`config.mk`:
```
export PLATFORM = sky130hd
export DESIGN_NAME = up_counter_8
export DESIGN_NICKNAME = d
export VERILOG_FILES = /design/src/rtl/counter_pkg.sv /design/src/rtl/step_debounce.sv /design/src/rtl/up_counter_8.sv
export SDC_FILE = /design/constraint.sdc
export NUM_CORES = 1
export LEC_CHECK = 0
export CAP_MARGIN = 20
export CORE_MARGIN = 4
export CORE_UTILIZATION = 50
export CTS_BUF_LIST = sky130_fd_sc_hd__clkbuf_16
export CTS_CLUSTER_DIAMETER = 200
export DETAILED_ROUTE_END_ITERATION = 16
export PLACE_DENSITY = 0.79
export SKIP_LAST_GASP = 1
export SLEW_MARGIN = 20
export SYNTH_ARGS = -nofsm -noshare
export SYNTH_HDL_FRONTEND = slang
export SYNTH_HIERARCHICAL = 1
export SYNTH_SLANG_ARGS = --single-unit
```
`constraint.sdc`:
```
create_clock -name CLOCK -period 3.4 [get_ports CLOCK]
set_clock_uncertainty 0.05 [all_clocks]
set_input_delay 0.34 -clock CLOCK [delete_from_list [all_inputs] [get_ports CLOCK]]
set_output_delay 0.34 -clock CLOCK [all_outputs]
set_load 0.005 [all_outputs]
```
`src/rtl/counter_pkg.sv`:
```
// rtl/counter_pkg.sv - shared constants for the up_counter_8 slice
package counter_pkg;

  localparam int WIDTH_DEF      = 8;
  localparam int DEB_CYCLES_DEF = 4;
  localparam int MAX_COUNT      = (1 << WIDTH_DEF) - 1;
  // Wide enough for the full 1..255 debounce range
  localparam int DEB_CNT_W      = 8;

endpackage

```
`src/rtl/step_debounce.sv`:
```
// rtl/step_debounce.sv - STEP synchronizer, debouncer and rising-edge pulse
module step_debounce
  import counter_pkg::*;
#(
  parameter int DEB_CYCLES = DEB_CYCLES_DEF
) (
  input  logic CLOCK,
  input  logic RESET,
  input  logic STEP,
  output logic step_pulse
);

  localparam logic [DEB_CNT_W-1:0] LAST_CNT = DEB_CNT_W'(DEB_CYCLES - 1);

  logic                 sync_1;
  logic                 sync_2;
  logic                 db;
  logic                 db_d;
  logic [DEB_CNT_W-1:0] stab_cnt;

  always_ff @(posedge CLOCK or negedge RESET) begin
    if (!RESET) begin
      sync_1     <= 1'b0;
      sync_2     <= 1'b0;
      db         <= 1'b0;
      db_d       <= 1'b0;
      stab_cnt   <= '0;
      step_pulse <= 1'b0;
    end else begin
      sync_1 <= STEP;
      sync_2 <= sync_1;
      // Any sample agreeing with db restarts the stability window
      if (sync_2 != db) begin
        if (stab_cnt == LAST_CNT) begin
          db       <= sync_2;
          stab_cnt <= '0;
        end else begin
          stab_cnt <= stab_cnt + 1'b1;
        end
      end else begin
        stab_cnt <= '0;
      end
      db_d       <= db;
      step_pulse <= db & ~db_d;
    end
  end

endmodule

```
`src/rtl/up_counter_8.sv`:
```
// rtl/up_counter_8.sv - loadable up counter with free-run enable and debounced step input
module up_counter_8
  import counter_pkg::*;
#(
  parameter int WIDTH      = WIDTH_DEF,
  parameter int DEB_CYCLES = DEB_CYCLES_DEF
) (
  input  logic             CLOCK,
  input  logic             RESET,
  input  logic             EN,
  input  logic             STEP,
  input  logic             LOAD,
  input  logic [WIDTH-1:0] DIN,
  output logic [WIDTH-1:0] COUNT,
  output logic             TC,
  output logic             ROLL
);

  localparam logic [WIDTH-1:0] ALL_ONES = '1;

  logic step_pulse;
  logic inc;

  step_debounce #(
    .DEB_CYCLES(DEB_CYCLES)
  ) u_step_debounce (
    .CLOCK     (CLOCK),
    .RESET     (RESET),
    .STEP      (STEP),
    .step_pulse(step_pulse)
  );

  assign inc = EN | step_pulse;

  // LOAD wins over increment; a step pulse coinciding with LOAD is dropped
  always_ff @(posedge CLOCK or negedge RESET) begin
    if (!RESET) begin
      COUNT <= '0;
      ROLL  <= 1'b0;
    end else begin
      ROLL <= 1'b0;
      if (LOAD) begin
        COUNT <= DIN;
      end else if (inc) begin
        COUNT <= COUNT + 1'b1;
        ROLL  <= (COUNT == ALL_ONES);
      end
    end
  end

  assign TC = (COUNT == ALL_ONES);

endmodule

```
==> impl_metrics.csv <==
group,metric,value,unit
global_route,grt_util_met3,4.507,%
logic_synthesis,yosysMostFrequentCell,"dfrtp_1",
sta,maxSlewViolCount,0,
global_route,overflow,0,
critical_path,cp_max_fo,5,
sta,timing.final.crit_share,58.04,%
layout,antenna_cells,0,
clock_tree,cts_tree,"yes",
logic_synthesis,synth_area,1032,um^2
critical_path,cp-end-kind,"output pin",
route,drc_errors,0,
global_route,grtUsageTotal,15.98,%
sta,setup_violations,0,
logic_synthesis,ys_ff_latch,22,
clock_tree,cts_hold_buf,0,
clock_tree,cts_sinks,22,
clock_tree,h-tree-depth,1,
job,maxCapViolations,0,
floorplan,die_w,53.44,um
logic_synthesis,yosys_most_used_dff,"dfrtp_1",
sta,slew_headroom,38.24,%
sta,rsz0062_at_grt,"false",
power,totalPowerFinal,781.5,uW
layout,syn_to_final_growth,31.51,%
floorplan,ioPinCount,23,
route,drt-total-wl,2006,um
sta,period_minus_slack,1973,ps
sta,setup-tns-final,0,ps
layout,register_area,550.5,um^2
floorplan,die-area,2855,um^2
global_route,grt_first_pass_wirelength,3208,um
route,drt-pass1-iter-count,4,
sta,fmax,506.8,MHz
logic_synthesis,syn-num-nets,115,
floorplan,placementRows,16,
floorplan,initial_core_util,52.61,%
logic_synthesis,synth_common_cells,"dfrtp_1 (22), nand2_1 (11), o21ai_0 (9), nand3_1 (8), nor2_1 (8)",
floorplan,die_h,53.44,um
global_route,grtUsageMet2,23.47,%
logic_synthesis,syn_inst,99,
logic_synthesis,synthTopCellsByArea,"dfrtp_1 (53%), xor2_1 (5.1%), o21ai_0 (4.4%)",
clock_tree,cts_buffers,3,
logic_synthesis,synth_xor_area_share,6.788,%
logic_synthesis,synth_top_family_by_area,"simple AND/OR/NAND/NOR gates",
clock_tree,clock_tree.buffer_depth,2,
power,peakVddDrop,0.4059,mV
logic_synthesis,synth_area_per_cell,10.43,um^2
placed_design,hpwl,1432,um
clock_tree,clk_pin_slew_worst_paths,60,ps
clock_tree,cts.repair.resized,0,
global_route,antenna_found_initial,0,
route,ant_nets,0,
route,viasPerCell,5.340,
placed_design,gp_congestion,0.8402,
route,drt_first_iter_violations,21,
layout,fillers,162,
layout,multi_input_area,466.7,um^2
logic_synthesis,yosys.area_share.simple,20.61,%
critical_path,crit_arrival,1580,ps
worst_hold_path,hold_path.class,"reg2reg",
global_route,grt_max_degree,23,
floorplan,coreArea,1962,um^2
critical_path,critPathRequiredTime,3010,ps
logic_synthesis,synth_edf_count,0,
global_route,first_global_vias,693,
logic_synthesis,async_reset_ff_share,100.0,%
clock_tree,root_buffer,"clkbuf_16",
global_route,top_usage_layer,"met2",
power,power_leakage,0.0005614,uW
clock_tree,post_cts_buffers,0,
logic_synthesis,yosysSeqAreaShare,53.33,%
clock_tree,clock_latency,250,ps
run_status,status,"finished, final reports clean",
route,via_count,801,
critical_path,start_kind,"register",
sta,tightest_slew,923.5,ps
logic_synthesis,synth_top_area_cell,"dfrtp_1",
logic_synthesis,synth.distinct_cells,27,
critical_path,crit_type,"reg2out",
global_route,grtUsageMet1,21.39,%
placed_design,numPortBuffers,22,
logic_synthesis,synth_fa_ha_area_share,3.636,%
layout,nets,141,
sta,hold_viol_final,0,
layout,layout-drive-gt1-share,6.504,%
power,power_density,575.6,nW/um^2
logic_synthesis,synth.top_cell.area_share,53.33,%
logic_synthesis,synth_compound_area_share,12.12,%
logic_synthesis,synth_warnings,6,
logic_synthesis,synth.area.mux_share,2.061,%
route,wire_per_inst,13.37,um
logic make-up after synthesis:
family,count (synthesis)
XOR/XNOR,8
adder cells (fa/ha/maj),3
multiplexers,2
AND/OR/NAND/NOR,40
flip-flops,22
AO/OA/AOI/OAI,20
buffers and inverters,4
metal layers:
layer / up-vias / share of wire (%) / wire [um]
met4: 0 / 1.2 / 25
li1: 409 / - / -
met5: - / 0 / 0
met1: 376 / 47 / 949
met2: 12 / 48 / 957
met3: 4 / 3.6 / 73
placed cells by master (no fill, tap or decap), types with 6 or more instances in the layout:
cell	count
o21ai_0	9
dfrtp_1	22
xor2_1	6
nand3_1	8
clkdlybuf4s50_1	22
nor2_1	8
nand2_1	11
worst max-delay path, stage by stage (launching register included):
cell and delay (ps):
dfrtp_1 420, ha_1 220, nand3_1 70, nor2_1 100, clkdlybuf4s50_1 510
metrics by stage:
stage	instances	area, um^2	util [%]	worst slack (ps)	hold slack (ps)
2_1_floorplan	99	1032	-	2004	-5.591
3_3_place_gp	147	1282	65.37	1652	290.1
3_5_place_dp	147	1282	65.37	1610	297.3
4_1_cts	150	1358	69.20	1419	309.9
5_1_grt	150	1358	69.20	1335	318.8
6_report	150	1358	69.20	1427	307.2
power by group:
part           switching [uW]  internal, uW  total, uW
registers                60.5           309        369
clock network            86.5           155        242
logic                    79.7          90.8        170
total                     227           555        781
area by class of cell:
| type | instances | area share (%) |
|---|---|---|
| inverter | 3 | 0.8295 |
| sequential | 22 | 40.55 |
| multi-input combinational | 73 | 34.38 |
| timing repair buffer | 22 | 16.22 |
| clock buffer | 3 | 5.530 |
| tap | 27 | 2.488 |
final timing paths:
kind,start,depth (start not counted),slack (ps),end
max,COUNT[0],4,1430,TC
min,u_step_debounce/sync_1,0,310,u_step_debounce/sync_2
max reg2reg,COUNT[0],4,1890,COUNT[6]
min reg2reg,u_step_debounce/sync_1,0,310,u_step_debounce/sync_2
max in group asynchronous,RESET,1,2180,u_step_debounce/stab_cnt[0]
min in group asynchronous,RESET,1,560,COUNT[5]
sequential cells by signal, indices dropped and copies added, names as in the netlist:
register / count
COUNT: 8
ROLL: 1
u_step_debounce/db: 1
u_step_debounce/db_d: 1
u_step_debounce/stab_cnt: 8
u_step_debounce/step_pulse: 1
u_step_debounce/sync_1: 1
u_step_debounce/sync_2: 1
Power figures use the tool's default switching activity.
